--- src/rtl/hilo_muldiv_ctrl_pkg.sv ---
// Shared types for the HI/LO multiply/divide controller.
// Holds FSM states, op-type encoding and the iteration count.
package hilo_muldiv_ctrl_pkg;

    localparam int ITER = 32;

    typedef enum logic [1:0] {
        S_IDLE = 2'd0,
        S_RUN  = 2'd1,
        S_FIX  = 2'd2
    } state_t;

    typedef enum logic {
        OP_MULT = 1'b0,
        OP_DIV  = 1'b1
    } op_t;

    function automatic logic [31:0] mag(input logic sgn, input logic [31:0] x);
        return (sgn && x[31]) ? -x : x;
    endfunction

endpackage

--- src/rtl/hilo_muldiv_ctrl_if.sv ---
// EX-stage side of the HI/LO multiply/divide unit.
// master = pipeline issuing ops, slave = the controller.
interface hilo_muldiv_ctrl_if;

    logic        StartMult;
    logic        StartDiv;
    logic        SignedOp;
    logic [31:0] OpA;
    logic [31:0] OpB;
    logic        MtHi;
    logic        MtLo;
    logic [31:0] MtData;
    logic        HiLoRead;
    logic [31:0] HiOut;
    logic [31:0] LoOut;
    logic        Busy;
    logic        Stall;
    logic        Done;

    modport master (
        output StartMult, StartDiv, SignedOp, OpA, OpB,
        output MtHi, MtLo, MtData, HiLoRead,
        input  HiOut, LoOut, Busy, Stall, Done
    );

    modport slave (
        input  StartMult, StartDiv, SignedOp, OpA, OpB,
        input  MtHi, MtLo, MtData, HiLoRead,
        output HiOut, LoOut, Busy, Stall, Done
    );

endinterface

--- src/rtl/muldiv_step.sv ---
// Radix-2 datapath: shift-add multiply and restoring divide on
// unsigned magnitudes; {hi,lo} is the shared working register.
module muldiv_step
    import hilo_muldiv_ctrl_pkg::*;
(
    input  logic        clk,
    input  logic        rst,
    input  logic        load,
    input  logic        step,
    input  op_t         op,
    input  logic [31:0] lo_init,
    input  logic [31:0] m_init,
    output logic [31:0] hi,
    output logic [31:0] lo
);

    logic [31:0] m;
    logic [32:0] sum;
    logic [32:0] rem;
    logic [32:0] diff;
    logic        ge;
    logic [31:0] nxt_hi;
    logic [31:0] nxt_lo;

    // hi stays below m during divide, so diff[32] is a clean borrow
    always_comb begin
        sum    = {1'b0, hi} + {1'b0, m};
        rem    = {hi, lo[31]};
        diff   = rem - {1'b0, m};
        ge     = ~diff[32];
        nxt_hi = hi;
        nxt_lo = lo;
        unique case (op)
            OP_MULT: begin
                if (lo[0]) {nxt_hi, nxt_lo} = {sum, lo[31:1]};
                else       {nxt_hi, nxt_lo} = {1'b0, hi, lo[31:1]};
            end
            OP_DIV: begin
                nxt_hi = ge ? diff[31:0] : rem[31:0];
                nxt_lo = {lo[30:0], ge};
            end
            default: ;
        endcase
    end

    always_ff @(posedge clk) begin
        if (rst) begin
            hi <= '0;
            lo <= '0;
            m  <= '0;
        end else if (load) begin
            hi <= '0;
            lo <= lo_init;
            m  <= m_init;
        end else if (step) begin
            hi <= nxt_hi;
            lo <= nxt_lo;
        end
    end

endmodule

--- src/rtl/hilo_muldiv_ctrl.sv ---
// HI/LO register file with iterative mult/div sequencing,
// sign fix-up, mthi/mtlo writes and pipeline stall generation.
module hilo_muldiv_ctrl
    import hilo_muldiv_ctrl_pkg::*;
#(
    parameter int ITER = hilo_muldiv_ctrl_pkg::ITER
)
(
    input logic               Clk,
    input logic               Rst,
    hilo_muldiv_ctrl_if.slave bus
);

    state_t      state;
    op_t         op;
    logic [4:0]  cnt;
    logic        busy;
    logic        done;
    logic        neg_p;
    logic        neg_q;
    logic        neg_r;
    logic        dz;
    logic [31:0] hi;
    logic [31:0] lo;
    logic        mt_hi_p;
    logic        mt_lo_p;
    logic [31:0] mt_data_q;

    logic        start;
    logic        is_div;
    logic        div0;
    logic        load;
    logic        stp;
    logic [31:0] mag_a;
    logic [31:0] mag_b;
    logic [31:0] lo_init;
    logic [31:0] m_init;
    logic [31:0] s_hi;
    logic [31:0] s_lo;
    logic [63:0] res_p;
    logic [31:0] res_q;
    logic [31:0] res_r;

    assign start   = bus.StartMult | bus.StartDiv;
    assign is_div  = ~bus.StartMult & bus.StartDiv;
    assign div0    = is_div & (bus.OpB == '0);
    assign mag_a   = mag(bus.SignedOp, bus.OpA);
    assign mag_b   = mag(bus.SignedOp, bus.OpB);
    assign load    = (state == S_IDLE) & start;
    assign stp     = (state == S_RUN);
    // on divide-by-zero the raw dividend rides through lo to FIX
    assign lo_init = is_div ? (div0 ? bus.OpA : mag_a) : mag_b;
    assign m_init  = is_div ? mag_b : mag_a;

    muldiv_step u_step (
        .clk     (Clk),
        .rst     (Rst),
        .load    (load),
        .step    (stp),
        .op      (op),
        .lo_init (lo_init),
        .m_init  (m_init),
        .hi      (s_hi),
        .lo      (s_lo)
    );

    always_comb begin
        res_p = neg_p ? -{s_hi, s_lo} : {s_hi, s_lo};
        res_q = neg_q ? -s_lo : s_lo;
        res_r = neg_r ? -s_hi : s_hi;
    end

    always_ff @(posedge Clk) begin
        if (Rst) begin
            state     <= S_IDLE;
            op        <= OP_MULT;
            cnt       <= '0;
            busy      <= 1'b0;
            done      <= 1'b0;
            neg_p     <= 1'b0;
            neg_q     <= 1'b0;
            neg_r     <= 1'b0;
            dz        <= 1'b0;
            hi        <= '0;
            lo        <= '0;
            mt_hi_p   <= 1'b0;
            mt_lo_p   <= 1'b0;
            mt_data_q <= '0;
        end else begin
            done <= 1'b0;
            unique case (state)
                S_IDLE: begin
                    if (start) begin
                        op        <= is_div ? OP_DIV : OP_MULT;
                        neg_p     <= bus.SignedOp & (bus.OpA[31] ^ bus.OpB[31]);
                        neg_q     <= bus.SignedOp & (bus.OpA[31] ^ bus.OpB[31]);
                        neg_r     <= bus.SignedOp & bus.OpA[31];
                        dz        <= div0;
                        cnt       <= '0;
                        busy      <= 1'b1;
                        mt_hi_p   <= bus.MtHi;
                        mt_lo_p   <= bus.MtLo;
                        mt_data_q <= bus.MtData;
                        state     <= div0 ? S_FIX : S_RUN;
                    end else begin
                        if (bus.MtHi) hi <= bus.MtData;
                        if (bus.MtLo) lo <= bus.MtData;
                    end
                end
                S_RUN: begin
                    if (mt_hi_p) hi <= mt_data_q;
                    if (mt_lo_p) lo <= mt_data_q;
                    mt_hi_p <= 1'b0;
                    mt_lo_p <= 1'b0;
                    cnt     <= cnt + 5'd1;
                    if (cnt == 5'(ITER - 1)) state <= S_FIX;
                end
                S_FIX: begin
                    if (dz) begin
                        hi <= s_lo;
                        lo <= '1;
                    end else if (op == OP_MULT) begin
                        {hi, lo} <= res_p;
                    end else begin
                        hi <= res_r;
                        lo <= res_q;
                    end
                    mt_hi_p <= 1'b0;
                    mt_lo_p <= 1'b0;
                    busy    <= 1'b0;
                    done    <= 1'b1;
                    state   <= S_IDLE;
                end
                default: state <= S_IDLE;
            endcase
        end
    end

    assign bus.HiOut = hi;
    assign bus.LoOut = lo;
    assign bus.Busy  = busy;
    assign bus.Done  = done;
    assign bus.Stall = busy & (bus.HiLoRead | bus.StartMult | bus.StartDiv
                               | bus.MtHi | bus.MtLo);

endmodule

--- src/flat_wrapper.sv ---
// flat-port wrapper written by rule: the top's interface ports become plain ports
module hilo_muldiv_ctrl_flat import hilo_muldiv_ctrl_pkg::*;
#(
    parameter int ITER = hilo_muldiv_ctrl_pkg::ITER
)
  (Clk, Rst, bus_StartMult, bus_StartDiv, bus_SignedOp, bus_OpA, bus_OpB, bus_MtHi, bus_MtLo, bus_MtData, bus_HiLoRead, bus_HiOut, bus_LoOut, bus_Busy, bus_Stall, bus_Done);
  hilo_muldiv_ctrl_if bus_i ();
  input logic Clk;
  input logic Rst;
  input wire logic [$bits(bus_i.StartMult)-1:0] bus_StartMult;
  input wire logic [$bits(bus_i.StartDiv)-1:0] bus_StartDiv;
  input wire logic [$bits(bus_i.SignedOp)-1:0] bus_SignedOp;
  input wire logic [$bits(bus_i.OpA)-1:0] bus_OpA;
  input wire logic [$bits(bus_i.OpB)-1:0] bus_OpB;
  input wire logic [$bits(bus_i.MtHi)-1:0] bus_MtHi;
  input wire logic [$bits(bus_i.MtLo)-1:0] bus_MtLo;
  input wire logic [$bits(bus_i.MtData)-1:0] bus_MtData;
  input wire logic [$bits(bus_i.HiLoRead)-1:0] bus_HiLoRead;
  output wire logic [$bits(bus_i.HiOut)-1:0] bus_HiOut;
  output wire logic [$bits(bus_i.LoOut)-1:0] bus_LoOut;
  output wire logic [$bits(bus_i.Busy)-1:0] bus_Busy;
  output wire logic [$bits(bus_i.Stall)-1:0] bus_Stall;
  output wire logic [$bits(bus_i.Done)-1:0] bus_Done;
  assign bus_i.StartMult = bus_StartMult;
  assign bus_i.StartDiv = bus_StartDiv;
  assign bus_i.SignedOp = bus_SignedOp;
  assign bus_i.OpA = bus_OpA;
  assign bus_i.OpB = bus_OpB;
  assign bus_i.MtHi = bus_MtHi;
  assign bus_i.MtLo = bus_MtLo;
  assign bus_i.MtData = bus_MtData;
  assign bus_i.HiLoRead = bus_HiLoRead;
  assign bus_HiOut = bus_i.HiOut;
  assign bus_LoOut = bus_i.LoOut;
  assign bus_Busy = bus_i.Busy;
  assign bus_Stall = bus_i.Stall;
  assign bus_Done = bus_i.Done;
  hilo_muldiv_ctrl #(.ITER(ITER)) u_core (.Clk(Clk), .Rst(Rst), .bus(bus_i));
endmodule
--- config.mk ---
export PLATFORM = sky130hd
export DESIGN_NAME = hilo_muldiv_ctrl_flat
export DESIGN_NICKNAME = d
export VERILOG_FILES = /design/src/rtl/hilo_muldiv_ctrl_pkg.sv /design/src/rtl/hilo_muldiv_ctrl_if.sv /design/src/rtl/muldiv_step.sv /design/src/rtl/hilo_muldiv_ctrl.sv /design/src/flat_wrapper.sv
export SDC_FILE = /design/constraint.sdc
export NUM_CORES = 1
export LEC_CHECK = 0
export CELL_PAD_IN_SITES_DETAIL_PLACEMENT = 1
export CELL_PAD_IN_SITES_GLOBAL_PLACEMENT = 1
export CORE_UTILIZATION = 35
export DETAILED_ROUTE_END_ITERATION = 16
export PLACE_DENSITY = 0.69
export SYNTH_ARGS = -nofsm -noshare
export SYNTH_HDL_FRONTEND = slang
export SYNTH_SLANG_ARGS = --single-unit
export TNS_END_PERCENT = 1
--- constraint.sdc ---
create_clock -name Clk -period 9.55 [get_ports Clk]
set_clock_uncertainty 0.2 [all_clocks]
set_input_delay 0.955 -clock Clk [delete_from_list [all_inputs] [get_ports Clk]]
set_output_delay 0.955 -clock Clk [all_outputs]
set_load 0.05 [all_outputs]
Word-level counts from Yosys, hierarchy flattened --
Index checks and enable logic that the tools add are counted. Widths: inputs -> output; s select.
Operators by class: add/subtract/negate cells 8, eq/ne operators 10, multiplexer cells 41, bitwise logic cells 15, reductions and logical operators 18
Operator list (count):
- $mux 32 | 22
- $pmux 32 s3 | 2
- $neg 32->32 | 4
- $pmux 32 s2 | 2
- $mux 64 | 1
- $neg 64->64 | 1
- $add 32x32->33 | 1
- $sub 33x32->33 | 1
- $logic_not 32->1 | 1
- $pmux 5 s2 | 1
- $reduce_and 2->1 | 5
- $ne 2x2->1 const B | 4
- $reduce_and 4->1 | 2
- $reduce_bool 2->1 | 4
- $and 1x1->1 | 6
- $mux 2 | 3
- $ne 2x1->1 const B | 3
- $pmux 1 s2 | 3
- $add 5x1->5 const B | 1
- $eq 5x5->1 const B | 1
- $mux 1 | 5
- $mux 5 | 1
- $or 1x1->1 | 5
- $pmux 2 s2 | 1
- 8 further kinds | 12
Storage, ports and cells: register bits after elaboration 207, bits of input ports 104, output and inout port bits 67, word-level logic and storage cells 108

Logic depth before layout (Yosys ltp) --
word-level depth 6, mapped depth 15, mapped depth without buffers 12

Modules after synthesis --
Synthesis repeated with hierarchy kept, for this count alone.
Second synthesis, totals: cell total of the unflattened synthesis 2442, area total of the unflattened synthesis 17797.1 um2
Modules (own cells, without submodules):
- hilo_muldiv_ctrl | times used 1, cells each 1397, area an instance 9591.7 um2, seq. area each 2222.1 um2
- muldiv_step | times used 1, cells each 1045, area an instance 8205.4 um2, seq. area each 1921.8 um2

Least setup slack after synthesis --
No wires, ideal clock.
path type input to register, start input port bus_OpA[0], end register u_core.u_step.lo[14], library setup time 132 ps, data arrival time 3409 ps, required time 9218 ps, slack 5809 ps, cell stages on the path 11, path buffers 0, cell sequence inv_1 > ha_1 > or3b_1 > or4_1 > or2_2 > or3_1 > o31a_1 > nand2_1 > xnor2_1 > a221oi_1 > nor3_1
Between the ends: longest elaborated chain between the ends 5
Ends and longest elaborated chain:
- start: declaration | line flat_wrapper.sv:13 | input wire logic [$bits(bus_i.OpA)-1:0] bus_OpA;
- $neg 32->32 | line hilo_muldiv_ctrl_pkg.sv:19 | return (sgn && x[31]) ? -x : x;
- $mux 32 | line hilo_muldiv_ctrl_pkg.sv:19
- $mux 32 (2 in a row) | line hilo_muldiv_ctrl.sv:52 | assign lo_init = is_div ? (div0 ? bus.OpA : mag_a) : mag_b;
- $mux 32 | line muldiv_step.sv:51 | end else if (load) begin
- end signal: assignment | line muldiv_step.sv:53 | lo <= lo_init;
- end signal: assignment | line muldiv_step.sv:57 | lo <= nxt_lo;
- end: declaration | line muldiv_step.sv:14 | output logic [31:0] lo
Every way passes these cells. A chain may end at the register's enable or synchronous reset.

Final worst setup path --
start input port bus_OpB[8], end register u_core.u_step.lo[15]
Between the ends: longest elaborated chain between the ends 5, elaborated cells on any way between the ends 7, those cells by class add/sub (1); mux (4); bitwise (1); reduce/logical (1)
Ends and longest elaborated chain:
- start: declaration | line flat_wrapper.sv:14 | input wire logic [$bits(bus_i.OpB)-1:0] bus_OpB;
- parallel branches: the longest is 3 deep, another holds $neg 32->32
- $mux 32 (*) | line hilo_muldiv_ctrl.sv:52
- $mux 32 (*) | line muldiv_step.sv:51
Mark *: on every way between the ends.

==> out/metrics.yaml <==
status:
  run_status: "finished clean"
hold_path:
  holdCritStartpoint: "u_core.mt_data_q[25]$_SDFFE_PP0P_"
  hold_path_end: "u_core.mt_data_q[25]$_SDFFE_PP0P_"
  hold_depth: 2
  worst_hold_path_type: "reg2reg"
sta:
  timing.final.max_slew_violations: 0
  final_min_period_over_clock_period_pct: 49.3
  worst_slew_pin_slew_ns: 1.13
  slew-limit-headroom_pct: 24.6
  rsz0062_at_grt: "false"
  max_freq_mhz: 212
  setup_total_negative_slack_ns: 0
  layout_min_cycle_time_ns: 4.71
  finalSetupViolations: 0
  final-hold-violation-count: 0
floorplanning:
  die-width_um: 224
  floorplan.initialDensity_pct: 35.7
  std_cell_rows: 80
  io_pins: 171
  die_height_um: 224
  die_area_um2: 50000
  design.core.area_um2: 48000
setup_path:
  crit_buf_inv: 1
  timing.reg2reg.setup_slack_ns: 4.91
  critical_path_sink_type: "flip-flop"
  timing.critical_path.max_delay_family: "simple AND/OR/NAND/NOR gates"
  critical_path_required_ns: 9.77
  cp_cell_sequence: "clkdlybuf4s50_1, or4_1, or3_1, nor4b_4, and4b_1, nor2_1, nand2_1, xnor2_1, a221oi_1, nor3_1"
  worst_path_largest_cell_delay_ns: 0.82
  rr_worst_depth: 10
  critPathArrivalTime_ns: 4.93
  worstSetupPathType: "in2reg"
  timing.rr.start: "u_core.u_step.hi[20]$_SDFFE_PP0P_"
  timing.rr.end: "u_core.u_step.hi[31]$_SDFFE_PP0P_"
  slowest_cell_on_crit_path: "and4b_1"
  critical_path_maximum_fanout: 17
  worst_setup_path_start_kind: "primary input"
global_route:
  grt_antenna_before_repair: 0
  first_global_vias: 18700
  grt_first_pass_wirelength_um: 114000
  combined_global_route_utilization_of_all_metal_layers_pct: 29.3
  globalRouteOverflowTotal: 0
  grt_max_degree: 104
layout:
  ff_latch_area_um2: 4150
  antennaDiodeCount: 0
  share_of_post_route_cells_with_drive_strength_above_1_pct: 4.80
  final_nets: 2579
  multi_input_area_um2: 12200
  areaGrowthSynthToFinish_pct: 17.1
  num-fill-cells: 5937
  finish.cell_count_without_fillers: 3034
yosys:
  synth_async_sr_flop_share_pct: 0
  synth-warning-count: 0
  synth.ff_latch_count: 207
  syn_area_um2: 17200
  ys_seq_area_share_pct: 24.1
  syn-mean-instance-area_um2: 7.27
  synthesis.nets: 2541
  post_synth_num_cell_types: 87
  count_of_flip_flops_with_a_built_in_enable_after_synthesis: 0
  syn_inst: 2361
  dominantRegCellSynth: "dfxtp_1"
place:
  portBuffers: 170
  place.gp.congestion: 0.907
  numPlacedInstances: 2985
  dp_hpwl_um: 55500
route:
  routed-via-count: 18800
  detail_route.vias_per_cell: 6.21
  antenna_left: 0
  detailedRoute.firstIterationViolations: 1542
  routed_wirelength_um: 75200
  drc: 0
  detailed_router_iteration_count_before_antenna_repair: 6
  route.detailed.wl_per_inst_um: 24.8
clock_network:
  ctsHtreeMaxLevel: 1
  numCtsBuffers: 27
  hold_buffers: 0
  max-clock-path-buffers: 3
  cts.root.buffer_cell: "clkbuf_16"
  clock_sink_count: 207
  cts_resized: 0
  clk_transition_reported_paths_ns: 0.06
  cts_setup_buffers: 0
  tritoncts: "done"
  worst_skew_pair.late_latency_ns: 0.57
pwr:
  vdd_drop_max_uv: 122
  power_per_cell_area_nw_per_um2: 225
  power.static_leakage_uw: 0.00743
run:
  maxCapViolCount: 0
-- cell usage after synthesis, types with 9 or more instances --
master	instances	share of area (%)
nor2b_1	17	0.62
inv_1	61	1.3
o31ai_1	29	1.3
nor4_1	21	0.77
a221oi_1	47	2.4
nand2b_1	30	1.1
mux2i_1	50	2.9
nand4_1	11	0.40
or4_1	18	0.79
a21oi_1	230	6.7
a311oi_1	33	1.7
buf_1	15	0.33
or3_1	25	0.91
nor2_1	229	5.0
xor2_1	69	3.5
o211ai_1	28	1.2
a31oi_1	14	0.51
o21ai_0	142	4.1
dfxtp_1	207	24
o41ai_1	22	1.1
clkbuf_1	165	3.6
a32o_1	14	0.82
o21a_1	15	0.66
nand2_1	295	6.4
nand3_1	49	1.4
a211oi_1	28	1.2
ha_1	74	5.4
o22ai_1	15	0.55
and2_1	9	0.33
a22oi_1	21	0.92
xnor2_1	129	6.6
a21o_1	26	1.1
nor3_1	70	2.0
-- tightest hold or removal path, delay by kind of cell, from the launching register on --
family	cells	cell delay, ns
AND/OR/NAND/NOR	1	0.05
flip-flops	1	0.31
AO/OA/AOI/OAI	1	0.05
-- kinds of logic after synthesis --
group	Yosys count	share of synthesized area, %
AOI/OAI and AO/OA	762	29.5
xor gates and xnor gates	198	10.1
adders and majority gates	76	5.62
buffers and inverters	250	5.58
DFF	207	24.1
muxes	56	3.31
and+or+nand+nor	812	21.8
-- how the worst max path moves through the flow --
stage	startpoint	end	cells past startpoint
after floorplan	bus_OpA[0]	u_core.u_step.lo[14]$_SDFFE_PP0P_	11
after global placement	bus_OpB[8]	u_core.u_step.lo[18]$_SDFFE_PP0P_	10
after detailed placement	bus_OpB[8]	u_core.u_step.lo[18]$_SDFFE_PP0P_	10
after CTS	bus_OpB[8]	u_core.u_step.lo[18]$_SDFFE_PP0P_	10
after global routing	bus_OpB[8]	u_core.u_step.lo[27]$_SDFFE_PP0P_	10
final	bus_OpB[8]	u_core.u_step.lo[15]$_SDFFE_PP0P_	10
-- metrics by stage --
| step | setup slack (ns) | hold WS [ns] | utilization (%) | cell area, um^2 | total power (uW) |
|---|---|---|---|---|---|
| 6_report | 4.84 | 0.257 | 41.8 | 20100 | 4520 |
| 5_1_grt | 4.67 | 0.276 | 41.8 | 20100 | 4750 |
| 4_1_cts | 4.87 | 0.258 | 41.8 | 20100 | 4500 |
| 3_5_place_dp | 4.32 | 0.250 | 40.0 | 19200 | 3440 |
| 3_3_place_gp | 4.33 | 0.240 | 40.0 | 19200 | 3400 |
| 2_1_floorplan | 5.81 | 0.233 | - | 17200 | 2660 |
-- final cells by class --
class	count	area share [%]
clock buffer	33	3.57
tap	615	3.83
clock inverter	16	0.865
timing repair buffer	196	9.44
inverter	63	1.18
sequential	207	20.6
multi-input combinational	1904	60.5
-- per-layer routing --
metal	global-route usage, %	vias to the layer above	share of wire (%)
met5	0	-	0
met2	47.2	646	45
met4	9.77	0	3.4
met1	39.9	9364	45
li1	-	8706	-
met3	4.03	126	6.4
-- report_power, final --
| part | internal [uW] | switching, uW | leakage (uW) | total [uW] |
|---|---|---|---|---|
| registers | 1020 | 246 | 0.00170 | 1260 |
| clock network | 616 | 441 | 0.000435 | 1060 |
| logic | 764 | 1440 | 0.00529 | 2210 |
| total | 2400 | 2130 | 0.00743 | 4520 |
-- layout by cell type, fill, tap and decap left out, types with 26 or more instances in the layout --
cell type / count
nor2_1: 227
buf_4: 26
ha_1: 72
clkdlybuf4s50_1: 169
o31ai_1: 29
o21ai_0: 141
inv_1: 61
nor3_1: 70
mux2i_1: 50
nand2b_1: 30
clkbuf_16: 27
dfxtp_1: 206
xor2_1: 68
a21oi_1: 230
nand2_1: 295
a21o_1: 26
xnor2_1: 128
a311oi_1: 33
nand3_1: 49
o211ai_1: 28
a221oi_1: 47
a211oi_1: 28
-- registers in the layout (all words and copies together) (netlist names), 2 cells and up --
register / cells
u_core.bus.HiOut: 32
u_core.bus.LoOut: 32
u_core.mt_data_q: 32
u_core.u_step.hi: 32
u_core.u_step.lo: 32
u_core.u_step.m: 32
u_core.cnt: 5
u_core.state: 2
Note: power is estimated with default switching activity, not from simulation.
